$ cat config.mk
export PLATFORM = sky130hd
export DESIGN_NAME = uart_tx_param
export DESIGN_NICKNAME = d
export VERILOG_FILES = /design/src/rtl/uart_tx_param.sv
export SDC_FILE = /design/constraint.sdc
export NUM_CORES = 1
export LEC_CHECK = 0
export CAP_MARGIN = 10
export CORE_MARGIN = 3
export CORE_UTILIZATION = 38
export CTS_CLUSTER_DIAMETER = 150
export DETAILED_ROUTE_END_ITERATION = 12
export PLACE_DENSITY = 0.57
export SETUP_SLACK_MARGIN = 0.2
export SYNTH_ARGS = -nofsm -noshare
export SYNTH_HDL_FRONTEND = slang
export SYNTH_SLANG_ARGS = --single-unit
export TNS_END_PERCENT = 10
$ cat constraint.sdc
create_clock -name CLK -period 2.8 [get_ports CLK]
set_input_delay 0.28 -clock CLK [delete_from_list [all_inputs] [get_ports CLK]]
set_output_delay 0.28 -clock CLK [all_outputs]
set_load 0.01 [all_outputs]
$ cat src/rtl/uart_tx_param.sv
// uart_tx_param: parameterised UART transmitter.
// Frame = start bit, DATA_W data bits LSB first, optional parity bit,
// STOP_BITS stop bits, then a one-cycle DONE pulse before returning to IDLE.
// Build option: define UART_TX_PARITY_EN to compile in the PARITY state and
// even/odd parity generation; without it Parity_Mode is accepted but ignored.
module uart_tx_param #(
   parameter int DATA_W       = 8,
   parameter int CLKS_PER_BIT = 434,
   parameter int STOP_BITS    = 1
) (
   input  logic              CLK,
   input  logic              RST_n,
   input  logic              Tx_Valid,
   input  logic [DATA_W-1:0] Tx_Data,
   input  logic [1:0]        Parity_Mode,
   output logic              Tx_Ready,
   output logic              Tx_Busy,
   output logic              Tx_Done_Sig,
   output logic              Tx_Pin_Out
);

   localparam int CNT_W = (CLKS_PER_BIT > 1) ? $clog2(CLKS_PER_BIT) : 1;
   localparam int IDX_W = $clog2(DATA_W);
   localparam logic [CNT_W-1:0] CNT_LAST  = CNT_W'(CLKS_PER_BIT - 1);
   localparam logic [IDX_W-1:0] DATA_LAST = IDX_W'(DATA_W - 1);
   localparam logic [IDX_W-1:0] STOP_LAST = IDX_W'(STOP_BITS - 1);

`ifdef UART_TX_PARITY_EN
   typedef enum logic [2:0] {IDLE, START, DATA, PARITY, STOP, DONE} state_t;
`else
   typedef enum logic [2:0] {IDLE, START, DATA, STOP, DONE} state_t;
`endif

   state_t              state_reg;
   logic [CNT_W-1:0]    clk_cnt_reg;
   // Shared index: data bit position in DATA, stop bit number in STOP.
   logic [IDX_W-1:0]    bit_idx_reg;
   logic [DATA_W-1:0]   shift_reg;
   logic                bit_end;

`ifdef UART_TX_PARITY_EN
   logic                parity_bit_reg;
   logic                parity_en_reg;
`else
   // Parity_Mode stays on the port for drop-in compatibility but is not used.
   logic                unused_parity_mode;
   assign unused_parity_mode = ^Parity_Mode;
`endif

   // Last cycle of the current bit period.
   assign bit_end = (clk_cnt_reg == CNT_LAST);

   // Transmit FSM with registered line, handshake and status outputs.
   always_ff @(posedge CLK or negedge RST_n) begin
      if (!RST_n) begin
         state_reg      <= IDLE;
         clk_cnt_reg    <= '0;
         bit_idx_reg    <= '0;
         shift_reg      <= '0;
         Tx_Ready       <= 1'b0;
         Tx_Busy        <= 1'b0;
         Tx_Done_Sig    <= 1'b0;
         Tx_Pin_Out     <= 1'b1;
`ifdef UART_TX_PARITY_EN
         parity_bit_reg <= 1'b0;
         parity_en_reg  <= 1'b0;
`endif
      end else begin
         // Bit timer runs only while a frame is on the line (Tx_Busy).
         if (Tx_Busy) begin
            clk_cnt_reg <= bit_end ? '0 : clk_cnt_reg + 1'b1;
         end

         case (state_reg)
            IDLE: begin
               if (Tx_Valid && Tx_Ready) begin
                  state_reg      <= START;
                  shift_reg      <= Tx_Data;
                  clk_cnt_reg    <= '0;
                  bit_idx_reg    <= '0;
                  Tx_Ready       <= 1'b0;
                  Tx_Busy        <= 1'b1;
                  Tx_Pin_Out     <= 1'b0;
`ifdef UART_TX_PARITY_EN
                  parity_en_reg  <= Parity_Mode[0] ^ Parity_Mode[1];
                  parity_bit_reg <= (^Tx_Data) ^ (Parity_Mode == 2'b10);
`endif
               end else begin
                  Tx_Ready <= 1'b1;
               end
            end

            START: begin
               if (bit_end) begin
                  state_reg  <= DATA;
                  Tx_Pin_Out <= shift_reg[0];
                  shift_reg  <= shift_reg >> 1;
               end
            end

            DATA: begin
               if (bit_end) begin
                  if (bit_idx_reg == DATA_LAST) begin
                     bit_idx_reg <= '0;
`ifdef UART_TX_PARITY_EN
                     if (parity_en_reg) begin
                        state_reg  <= PARITY;
                        Tx_Pin_Out <= parity_bit_reg;
                     end else begin
                        state_reg  <= STOP;
                        Tx_Pin_Out <= 1'b1;
                     end
`else
                     state_reg  <= STOP;
                     Tx_Pin_Out <= 1'b1;
`endif
                  end else begin
                     bit_idx_reg <= bit_idx_reg + 1'b1;
                     Tx_Pin_Out  <= shift_reg[0];
                     shift_reg   <= shift_reg >> 1;
                  end
               end
            end

`ifdef UART_TX_PARITY_EN
            PARITY: begin
               if (bit_end) begin
                  state_reg  <= STOP;
                  Tx_Pin_Out <= 1'b1;
               end
            end
`endif

            STOP: begin
               if (bit_end) begin
                  if (bit_idx_reg == STOP_LAST) begin
                     state_reg   <= DONE;
                     bit_idx_reg <= '0;
                     Tx_Busy     <= 1'b0;
                     Tx_Done_Sig <= 1'b1;
                  end else begin
                     bit_idx_reg <= bit_idx_reg + 1'b1;
                  end
               end
            end

            DONE: begin
               state_reg   <= IDLE;
               Tx_Done_Sig <= 1'b0;
               Tx_Ready    <= 1'b1;
            end

            default: begin
               state_reg   <= IDLE;
               Tx_Busy     <= 1'b0;
               Tx_Done_Sig <= 1'b0;
               Tx_Pin_Out  <= 1'b1;
            end
         endcase
      end
   end

endmodule

# Word-level counts from Yosys, hierarchy flattened
# Index checks and enable logic that the tools add are counted.
# W data, S select, Z words.
[word_totals] reg_bits=27 latch_bits=0 mem_bits_rw=0 rom_bits=0 in_bits=13 word_cells=77 n_memories=0
[op_classes] add_sub_neg=2 n_mul=0 div_mod_pow=0 magnitude_cmp=0 eq_ne=13 shift=0 muxes=36 n_bitwise=3 n_reduce_logical=15
[op_table] operator="$mux W9" n=4
[op_table] operator="$mux W3" n=11
[op_table] operator="$mux W8" n=4
[op_table] operator="$pmux W8 S3" n=1
[op_table] operator="$ne A2 B2 Y1 const B" n=7
[op_table] operator="$pmux W3 S4" n=1
[op_table] operator="$reduce_and A4 Y1" n=3
[op_table] operator="$mux W1" n=10
[op_table] operator="$add A9 B1 Y9 const B" n=1
[op_table] operator="$eq A9 B9 Y1 const B" n=1
[op_table] operator="$pmux W3 S3" n=1
[op_table] operator="$eq A3 B2 Y1 const B" n=2
[op_table] operator="$eq A3 B3 Y1 const B" n=2
[op_table] operator="$logic_not A3 Y1" n=2
[op_table] operator="$reduce_and A6 Y1" n=1
[op_table] operator="$reduce_bool A3 Y1" n=2
[op_table] operator="$reduce_or A3 Y1" n=2
[op_table] operator="$reduce_and A5 Y1" n=1
[op_table] operator="$pmux W1 S2" n=2
[op_table] operator="$pmux W1 S4" n=1
[op_table] operator="$add A3 B1 Y3 const B" n=1
[op_table] operator="$eq A3 B1 Y1 const B" n=1
[op_table] operator="$not A1 Y1" n=3
[op_table] operator="$pmux W1 S3" n=1
[op_table] operator="other kinds (4)" n=4

# Longest topological paths before layout
# Gate-level depths: netlist of run 1.
[logic_depth] ltp_word=5 depth_mapped=7 depth_no_buf=6

# Worst setup path after synthesis of run 1
# Ideal clock, no wire load.
[synth_path] path_kind="flip-flop to flip-flop" from="register bit_idx_reg[0]" to="register shift_reg[0]" t_arrival_ps=1809 required_time_ps=2675 setup_slack_ps=866 stages_incl_launch_ff=7 period_less_slack_ps=1934 cell_sequence="dfrtp_1 -> ha_1 -> ha_1 -> nand2b_1 -> o22a_1 -> a211oi_4 -> mux2_2"
[synth_between] elab_chain_cells=3
[synth_rtl] element="start: declaration" line="37" rtl="logic [IDX_W-1:0] bit_idx_reg;"
[synth_rtl] element="start signal: assignment" line="118" rtl="bit_idx_reg <= bit_idx_reg + 1'b1;"
[synth_rtl] element="start signal: assignment" line="142" rtl="bit_idx_reg <= bit_idx_reg + 1'b1;"
[synth_rtl] element="$eq A3 B3 Y1" line="103" rtl="if (bit_idx_reg == DATA_LAST) begin"
[synth_rtl] element="$ne A2 B2 Y1 (no line)"
[synth_rtl] element="$reduce_and A5 Y1 (no line)"
[synth_rtl] element="end signal: assignment" line="78" rtl="shift_reg <= Tx_Data;"
[synth_rtl] element="end signal: assignment" line="97" rtl="shift_reg <= shift_reg >> 1;"
[synth_rtl] element="end signal: assignment" line="120" rtl="shift_reg <= shift_reg >> 1;"
[synth_rtl] element="end: declaration" line="38" rtl="logic [DATA_W-1:0] shift_reg;"
# No other way between the ends.
# A chain may end at the register's enable or synchronous reset.

# Worst setup path in the final report of run 1
[layout_path] from="register bit_idx_reg[0]" to="register shift_reg[1]"
# The elaborated chain is that of the path after synthesis.

==> impl_metrics.ini, run 1 <==
[synth]
synth.top_cells.by_area = dfrtp_1 44%, mux2_2 12%, ha_1 4.2%
ys_seq_area_frac = 0.455
synth-edff-count = 0
synth_top_area_cell = dfrtp_1
ys_warn_count = 0
avgSynthCellArea_um2 = 10.5
ys_seq_elements = 27
synth_cells = 142
async_flop_share = 1.00
ys.flop_type = dfrtp_1
syn_nets = 160
synthesis.area_um2 = 1490
synth_top_area_frac = 0.437
post_synth_num_cell_types = 38

[routing]
first_pass_iters = 4
m1WireLength_um = 1320
met3WireLength_um = 89
vias = 1034
drt_wl_total_um = 2710
wl_met2_um = 1270
via_per_inst = 5.12
highest_layer = met4
drc = 0
ant_nets = 0
wire_per_inst_um = 13.4
initialDrtViolationCount = 62

[grt]
overflow = 0
grt_first_pass_wirelength_um = 4660
grt_max_degree = 28
grt_pass1_vias = 1053
antenna_found_initial = 0
track_usage = 0.131

[pwr]
p_total_mw = 1.34
leakage_nw = 0.740
peakVddDrop_mv = 0.269
powerDensity_nw_per_um2 = 779

[clocking]
hold_buffers = 0
cts_sinks = 27
cts-buffers-inserted = 3
postCtsResizedCells = 0
post_cts_buffers = 0
htreeDepth = 1
clk_pin_slew_ns = 0.09
clk-insertion-delay-late_ns = 0.27
clockBufferDepth = 2
clockRootBuffer = clkbuf_8
cts_tree = yes

[layout]
nets = 173
largest_register_ffs = 9
utilization = 0.462
final_cell_mix = 26 x dfrtp_1, 16 x nor2_1, 16 x mux2_2
antenna_cells_inserted = 0
final_layout_size_suffix_gt1_frac = 0.162
syn2layout_area_growth_pct = 15.2
layout_commonest_cell = dfrtp_1

[timing]
grt_setup_unrepaired = false
slew_violations = 0
tightest_slew_ns = 0.568
tns_ns = 0
setup_viol = 0
fin_skew_ns = 0.00330
finalHoldViolCount = 0
period_needed_ns = 2.12
period_share = 0.756
slew_headroom = 0.621
clock.fmax_ghz = 0.473

[critical_path]
cp_num_buf_inv = 0
slowest_stage = a211oi_4
arrival_ns = 2.27
crit_fanout = 8
end_kind = register
crit_required_ns = 2.96
worst-setup-path-type = reg -> reg
worst_path_largest_cell_delay_ns = 0.44
critPathMostFrequentCell = ha_1
cp-start-kind = register
ff2ff_setup_slack_ns = 0.68
critical-path-top-delay-family = compound AO/OA/AOI/OAI gates
crit_chain = ha_1, ha_1, nand2b_1, o22a_1, a211oi_4, mux2_2

[floorplan]
core_area_um2 = 3720
dieArea_um2 = 4710
fp.dieH_um = 68.6
std_cell_rows = 22
io_pins = 17
initial_core_util = 0.401
die_x_um = 68.6

[run_status]
status = completed

[placed_design]
portBuffers = 14
globalplace.congestion = 0.793
dpl.hpwl_um = 1960

[worst_hold_path]
hold_class = in -> async

[flow_run]
maxCapViolations = 0
worst register-to-register path: cells and delay by family, from the launching register on:
kind | cells | cell delay (ns)
flops | 1 | 0.39
simple gates | 1 | 0.15
fa+ha+maj | 2 | 0.42
compound gates | 2 | 0.66
mux | 1 | 0.39
worst paths after layout:
check                                                 from  cells past startpoint                        to
worst max-delay path            bit_idx_reg[0]$_DFFE_PN0P_                      6  shift_reg[1]$_DFFE_PN0P_
min in group CLK                  shift_reg[2]$_DFFE_PN0P_                      1  shift_reg[2]$_DFFE_PN0P_
worst min register to register    shift_reg[2]$_DFFE_PN0P_                      1  shift_reg[2]$_DFFE_PN0P_
max in group asynchronous                            RST_n                      2    Tx_Pin_Out$_DFFE_PN1P_
worst max register to register  bit_idx_reg[0]$_DFFE_PN0P_                      6  shift_reg[1]$_DFFE_PN0P_
worst min-delay path                                 RST_n                      2  shift_reg[4]$_DFFE_PN0P_
routing by layer:
layer / GRT usage / up-vias
met4: 0.0372 / 0
met5: 0 / -
li1: - / 520
met1: 0.170 / 501
met2: 0.225 / 11
met3: 0.0211 / 2
stage by stage:
step	instances	hold WS, ns	setup slack [ns]	cell area (um^2)
after floorplan	142	-0.0156	0.866	1490
after global placement	198	0.484	0.682	1670
after detailed placement	198	0.494	0.683	1670
after CTS	202	0.397	0.664	1720
after global routing	202	0.409	0.569	1720
final	202	0.384	0.684	1720
where the power goes:
group	switching (mW)	internal (mW)
combinational	0.197	0.270
sequential	0.122	0.528
clock	0.119	0.0995
kinds of logic after synthesis:
group / Yosys count / synth area share
and+or+nand+nor: 52 / 0.194
DFF: 27 / 0.455
AOI/OAI and AO/OA: 21 / 0.104
muxes: 16 / 0.121
buffers and inverters: 12 / 0.0311
xor gates and xnor gates: 9 / 0.0529
adders and majority gates: 5 / 0.0420
cell type report:
cell class              instances  area, um^2
well taps                      48        60.1
clock inverters                 1        5.00
clock buffers                   3        41.3
inverters                       5        18.8
multi-input cells             103         766
fillers                       356        2000
repair buffers                 15         148
flip-flops and latches         27         677
synth_stat cells, drive strengths merged (2+ instances only):
| library cell | number |
|---|---|
| dfrtp | 26 |
| nor2 | 17 |
| mux2 | 16 |
| nand2 | 7 |
| clkbuf | 6 |
| xnor2 | 6 |
| ha | 5 |
| inv | 5 |
| nor2b | 5 |
| a21oi | 4 |
| nand4 | 4 |
| nor3 | 4 |
| and3b | 3 |
| nand2b | 3 |
| nand3 | 3 |
| nor3b | 3 |
| o21ai | 3 |
| xor2 | 3 |
| a211oi | 2 |
| o22ai | 2 |
Power figures use the tool's default switching activity.
==> inputs of run 2 (changes only) <==
--- a/config.mk
+++ b/config.mk
@@ -10,7 +10,7 @@
 export CORE_UTILIZATION = 38
 export CTS_CLUSTER_DIAMETER = 150
 export DETAILED_ROUTE_END_ITERATION = 12
-export PLACE_DENSITY = 0.57
+export PLACE_DENSITY = 0.59
 export SETUP_SLACK_MARGIN = 0.2
 export SYNTH_ARGS = -nofsm -noshare
 export SYNTH_HDL_FRONTEND = slang
==> constraint.sdc (replaced) <==
create_clock -name CLK -period 1.9 [get_ports CLK]
set_input_delay 0.19 -clock CLK [delete_from_list [all_inputs] [get_ports CLK]]
set_output_delay 0.19 -clock CLK [all_outputs]
set_load 0.01 [all_outputs]
==> impl_metrics.ini, run 2 (synthesis results as in run 1) <==
[placed_design]
place_area_um2 = 1740
dpl.hpwl_um = 2050
dp_slack_ns = -0.0437
portBuffers = 14
globalplace.congestion = 0.821

[routing]
drc = 0
via_per_inst = 5.10
m1WireLength_um = 1360
first_pass_iters = 4
ant_nets = 0
initialDrtViolationCount = 75
wire_per_inst_um = 13.6
vias = 1071
highest_layer = met4
met3WireLength_um = 101
drt_wl_total_um = 2850
wl_met2_um = 1380

[layout]
nets = 181
syn2layout_area_growth_pct = 24.9
fillers = 344
final_layout_size_suffix_gt1_frac = 0.235
largest_register_ffs = 9
layout_commonest_cell = dfrtp_1
antenna_cells_inserted = 0
final_cell_mix = 26 x dfrtp_1, 16 x nor2_1, 14 x clkdlybuf4s50_1
regArea_um2 = 677
postLayoutCellArea_um2 = 1860
multiInputGateArea_um2 = 838

[critical_path]
crit_chain = ha_2, ha_4, nand2b_4, o22a_1, a211oi_4, buf_12, mux2_4
cp-start-kind = register
crit_required_ns = 2.06
crit_fanout = 8
reg2reg_depth = 7
cp_num_buf_inv = 1
arrival_ns = 2.01
worst_path_largest_cell_delay_ns = 0.39
critical-path-top-delay-family = flip-flops
worst-path-stages = 7
slowest_stage = dfrtp_1
ff2ff_setup_slack_ns = 0.05
end_kind = register
worst-setup-path-type = reg -> reg

[pwr]
p_seq_frac = 0.455
power_frac_clock = 0.155
p_switching_uw = 682
internal-power_mw = 1.42
combPwrFrac = 0.390
leakage_nw = 0.801
peakVddDrop_mv = 0.638
powerDensity_nw_per_um2 = 1130
swShare = 0.324

[floorplan]
io_pins = 17
initial_core_util = 0.401
die_x_um = 68.6
dieArea_um2 = 4710
std_cell_rows = 22
core_area_um2 = 3720
fp.dieH_um = 68.6

[timing]
setup_viol = 0
tightest_slew_ns = 0.348
slew_headroom = 0.768
slew_violations = 0
finalHoldViolCount = 0
fin_skew_ns = 0.00895
clock.fmax_ghz = 0.540
setup_ws_ns = 0.0472
period_needed_ns = 1.85
grt_setup_unrepaired = true
period_share = 0.975

[grt]
grt_pass1_vias = 1048
grt_max_degree = 28
grt_first_pass_wirelength_um = 4860
overflow = 0
antenna_found_initial = 0
track_usage = 0.137

[clocking]
cts_tree = yes
clk-insertion-delay-late_ns = 0.27
cts-buffers-inserted = 3
cts_sinks = 27
clk_pin_slew_ns = 0.09
clockRootBuffer = clkbuf_8
clockBufferDepth = 2
htreeDepth = 1
post_cts_buffers = 0

[flow_run]
maxCapViolations = 0

[worst_hold_path]
hold_class = in -> async

[run_status]
status = completed
==> run 2: cell count changes in the layout (fill, tap and decap cells not counted), sizes merged <==
cell and change:
buf +8, clkbuf +1, clkinv -1
==> run 2: power by group through the flow <==
stage          sequential (mW)  clock [mW]  combinational (mW)
3_3_place_gp             0.950           0               0.727
4_1_cts                  0.959       0.342               0.826
2_1_floorplan            0.930           0               0.540
5_1_grt                  0.992       0.370               0.917
6_report                 0.959       0.327               0.820
3_5_place_dp             0.965           0               0.748
==> run 2: worst reg2reg max path, stage by stage, from the launching register on <==
cell and delay (ns):
dfrtp_1 0.39, ha_2 0.20, ha_4 0.16, nand2b_4 0.12
o22a_1 0.19, a211oi_4 0.20, buf_12 0.17, mux2_4 0.30
==> run 2: area by class of cell <==
type | count | area share
repair buffers | 23 | 0.118
flip-flops and latches | 27 | 0.364
well taps | 48 | 0.0323
multi-input cells | 103 | 0.451
clock buffers | 4 | 0.0242
inverters | 5 | 0.0101
==> run 2: path summary, 6_finish.rpt <==
check,startpoint,endpoint
worst max-delay path,bit_idx_reg[1]$_DFFE_PN0P_,shift_reg[1]$_DFFE_PN0P_
worst min-delay path,RST_n,shift_reg[5]$_DFFE_PN0P_
worst max register to register,bit_idx_reg[1]$_DFFE_PN0P_,shift_reg[1]$_DFFE_PN0P_
worst min register to register,shift_reg[5]$_DFFE_PN0P_,shift_reg[5]$_DFFE_PN0P_
max in group asynchronous,RST_n,Tx_Pin_Out$_DFFE_PN1P_
min in group CLK,shift_reg[5]$_DFFE_PN0P_,shift_reg[5]$_DFFE_PN0P_
==> run 2: repair_timing <==
item / in CTS / in global routing
gates resized for setup: 13 / 4
setup endpoints to repair: 9 / 19
pin swaps: 3 / 4
hold buffers: 0 / 0
endpoints found under the hold margin: 0 / 0
==> run 2: routing by layer <==
| layer | vias up | track usage |
|---|---|---|
| li1 | 535 | - |
| met1 | 520 | 0.183 |
| met2 | 14 | 0.223 |
| met3 | 2 | 0.0389 |
| met4 | 0 | 0.0223 |
| met5 | - | 0 |
==> run 2: metrics by stage <==
| step | hold slack [ns] | utilization | setup TNS [ns] | power (mW) | cells |
|---|---|---|---|---|---|
| floorplan | -0.106 | - | 0 | 1.47 | 142 |
| global placement | 0.484 | 0.469 | -0.0307 | 1.68 | 206 |
| detailed placement | 0.496 | 0.469 | -0.293 | 1.71 | 206 |
| CTS | 0.284 | 0.496 | -0.0379 | 2.13 | 210 |
| global route | 0.307 | 0.500 | -0.247 | 2.28 | 210 |
| finish | 0.275 | 0.500 | 0 | 2.11 | 210 |
==> inputs of run 3 (changes only) <==
==> constraint.sdc (replaced) <==
create_clock -name CLK -period 1.9 [get_ports CLK]
set_input_delay 0.19 -clock CLK [delete_from_list [all_inputs] [get_ports CLK]]
set_output_delay 0.19 -clock CLK [all_outputs]
set_load 0.02 [all_outputs]
==> impl_metrics.ini, run 3 (synthesis results as in run 1) <==
[clocking]
clk_pin_slew_ns = 0.09
clk-insertion-delay-late_ns = 0.27
cts_sinks = 27
clockBufferDepth = 2
cts-buffers-inserted = 3
cts_tree = yes
htreeDepth = 1
post_cts_buffers = 0
clockRootBuffer = clkbuf_8
hold_buffers = 0

[timing]
grt_setup_unrepaired = true
slew_violations = 0
fin_skew_ns = 0.00906
clock.fmax_ghz = 0.540
period_needed_ns = 1.85
slew_headroom = 0.768
period_share = 0.975
tightest_slew_ns = 0.348
setup_viol = 0
hold_slack_ns = 0.275
finalHoldViolCount = 0
setup_ws_ns = 0.0471

[routing]
via_per_inst = 5.10
first_pass_iters = 4
wire_per_inst_um = 13.5
drc = 0
initialDrtViolationCount = 75
vias = 1071
drt_wl_total_um = 2850
ant_nets = 0

[critical_path]
cp-start-kind = register
slowest_stage = dfrtp_1
r2r-start = bit_idx_reg[1]$_DFFE_PN0P_
crit_chain = ha_2, ha_4, nand2b_4, o22a_1, a211oi_4, buf_12, mux2_4
arrival_ns = 2.01
end_kind = register
cp_num_buf_inv = 1
crit_fanout = 8
crit_required_ns = 2.06
startpoint = bit_idx_reg[1]$_DFFE_PN0P_
worst_path_largest_cell_delay_ns = 0.39
worst-setup-path-type = reg -> reg
worst-path-stages = 7
reg2reg_depth = 7
critical-path-top-delay-family = flip-flops

[grt]
grt_pass1_vias = 1048
overflow = 0
antenna_found_initial = 0
grt_max_degree = 28
grt_first_pass_wirelength_um = 4860
track_usage = 0.137

[pwr]
peakVddDrop_mv = 0.639
leakage_nw = 0.800
powerDensity_nw_per_um2 = 1140
p_total_mw = 2.12

[floorplan]
initial_core_util = 0.401
core_area_um2 = 3720
dieArea_um2 = 4710
fp.dieH_um = 68.6
std_cell_rows = 22
die_x_um = 68.6
io_pins = 17

[layout]
nets = 181
final_cell_mix = 25 x dfrtp_1, 16 x nor2_1, 14 x clkdlybuf4s50_1
final_cells = 210
layout_commonest_cell = dfrtp_1
largest_register_ffs = 9
syn2layout_area_growth_pct = 25.0
antenna_cells_inserted = 0
final_layout_size_suffix_gt1_frac = 0.241
utilization = 0.501

[placed_design]
portBuffers = 14
post-place-cells = 206
dp_slack_ns = -0.0437
dpl.hpwl_um = 2050
globalplace.congestion = 0.821

[worst_hold_path]
hold_class = in -> async

[run_status]
status = completed

[flow_run]
maxCapViolations = 0
## run 3: worst reg2reg max path, cell delays in order, from the launching register on
cell	delay, ns
dfrtp_1	0.39
ha_2	0.20
ha_4	0.16
nand2b_4	0.12
o22a_1	0.19
a211oi_4	0.20
buf_12	0.17
mux2_4	0.30
## run 3: cell type report
cell class / instances / area [um^2]
clock buffers: 4 / 45.0
multi-input cells: 103 / 838
flip-flops and latches: 27 / 678
inverters: 5 / 18.8
repair buffers: 23 / 220
well taps: 48 / 60.1
fillers: 343 / 1860
## run 3: worst paths after layout
check                                                 to  slack, ns
max in group asynchronous         Tx_Pin_Out$_DFFE_PN1P_       1.33
worst max register to register  shift_reg[1]$_DFFE_PN0P_       0.05
worst min-delay path            shift_reg[5]$_DFFE_PN0P_       0.28
worst max-delay path            shift_reg[1]$_DFFE_PN0P_       0.05
worst min register to register  shift_reg[5]$_DFFE_PN0P_       0.52
min in group CLK                shift_reg[5]$_DFFE_PN0P_       0.52
## run 3: what timing repair did
| action | 4_1_cts | 5_1_grt |
|---|---|---|
| endpoints found under the hold margin | 0 | 0 |
| setup endpoints to repair | 9 | 20 |
| resized for setup | 13 | 5 |
| pin swaps | 3 | 4 |
## run 3: through the flow
| stage | setup TNS [ns] | area [um^2] |
|---|---|---|
| after CTS | -0.0379 | 1840 |
| after global routing | -0.247 | 1860 |
| final | 0 | 1860 |
| after global placement | -0.0307 | 1740 |
| after floorplan | 0 | 1490 |
| after detailed placement | -0.293 | 1740 |
## run 3: per-layer routing
metal,part of all wire,vias up,track usage
met2,0.48,14,0.223
met3,0.036,2,0.0389
li1,-,534,-
met1,0.48,521,0.183
met5,0,-,0
met4,0.0028,0,0.0223
## run 3: power breakdown
group	switching [mW]	internal, mW
Clock	0.176	0.150
Combinational	0.343	0.494
Sequential	0.179	0.780
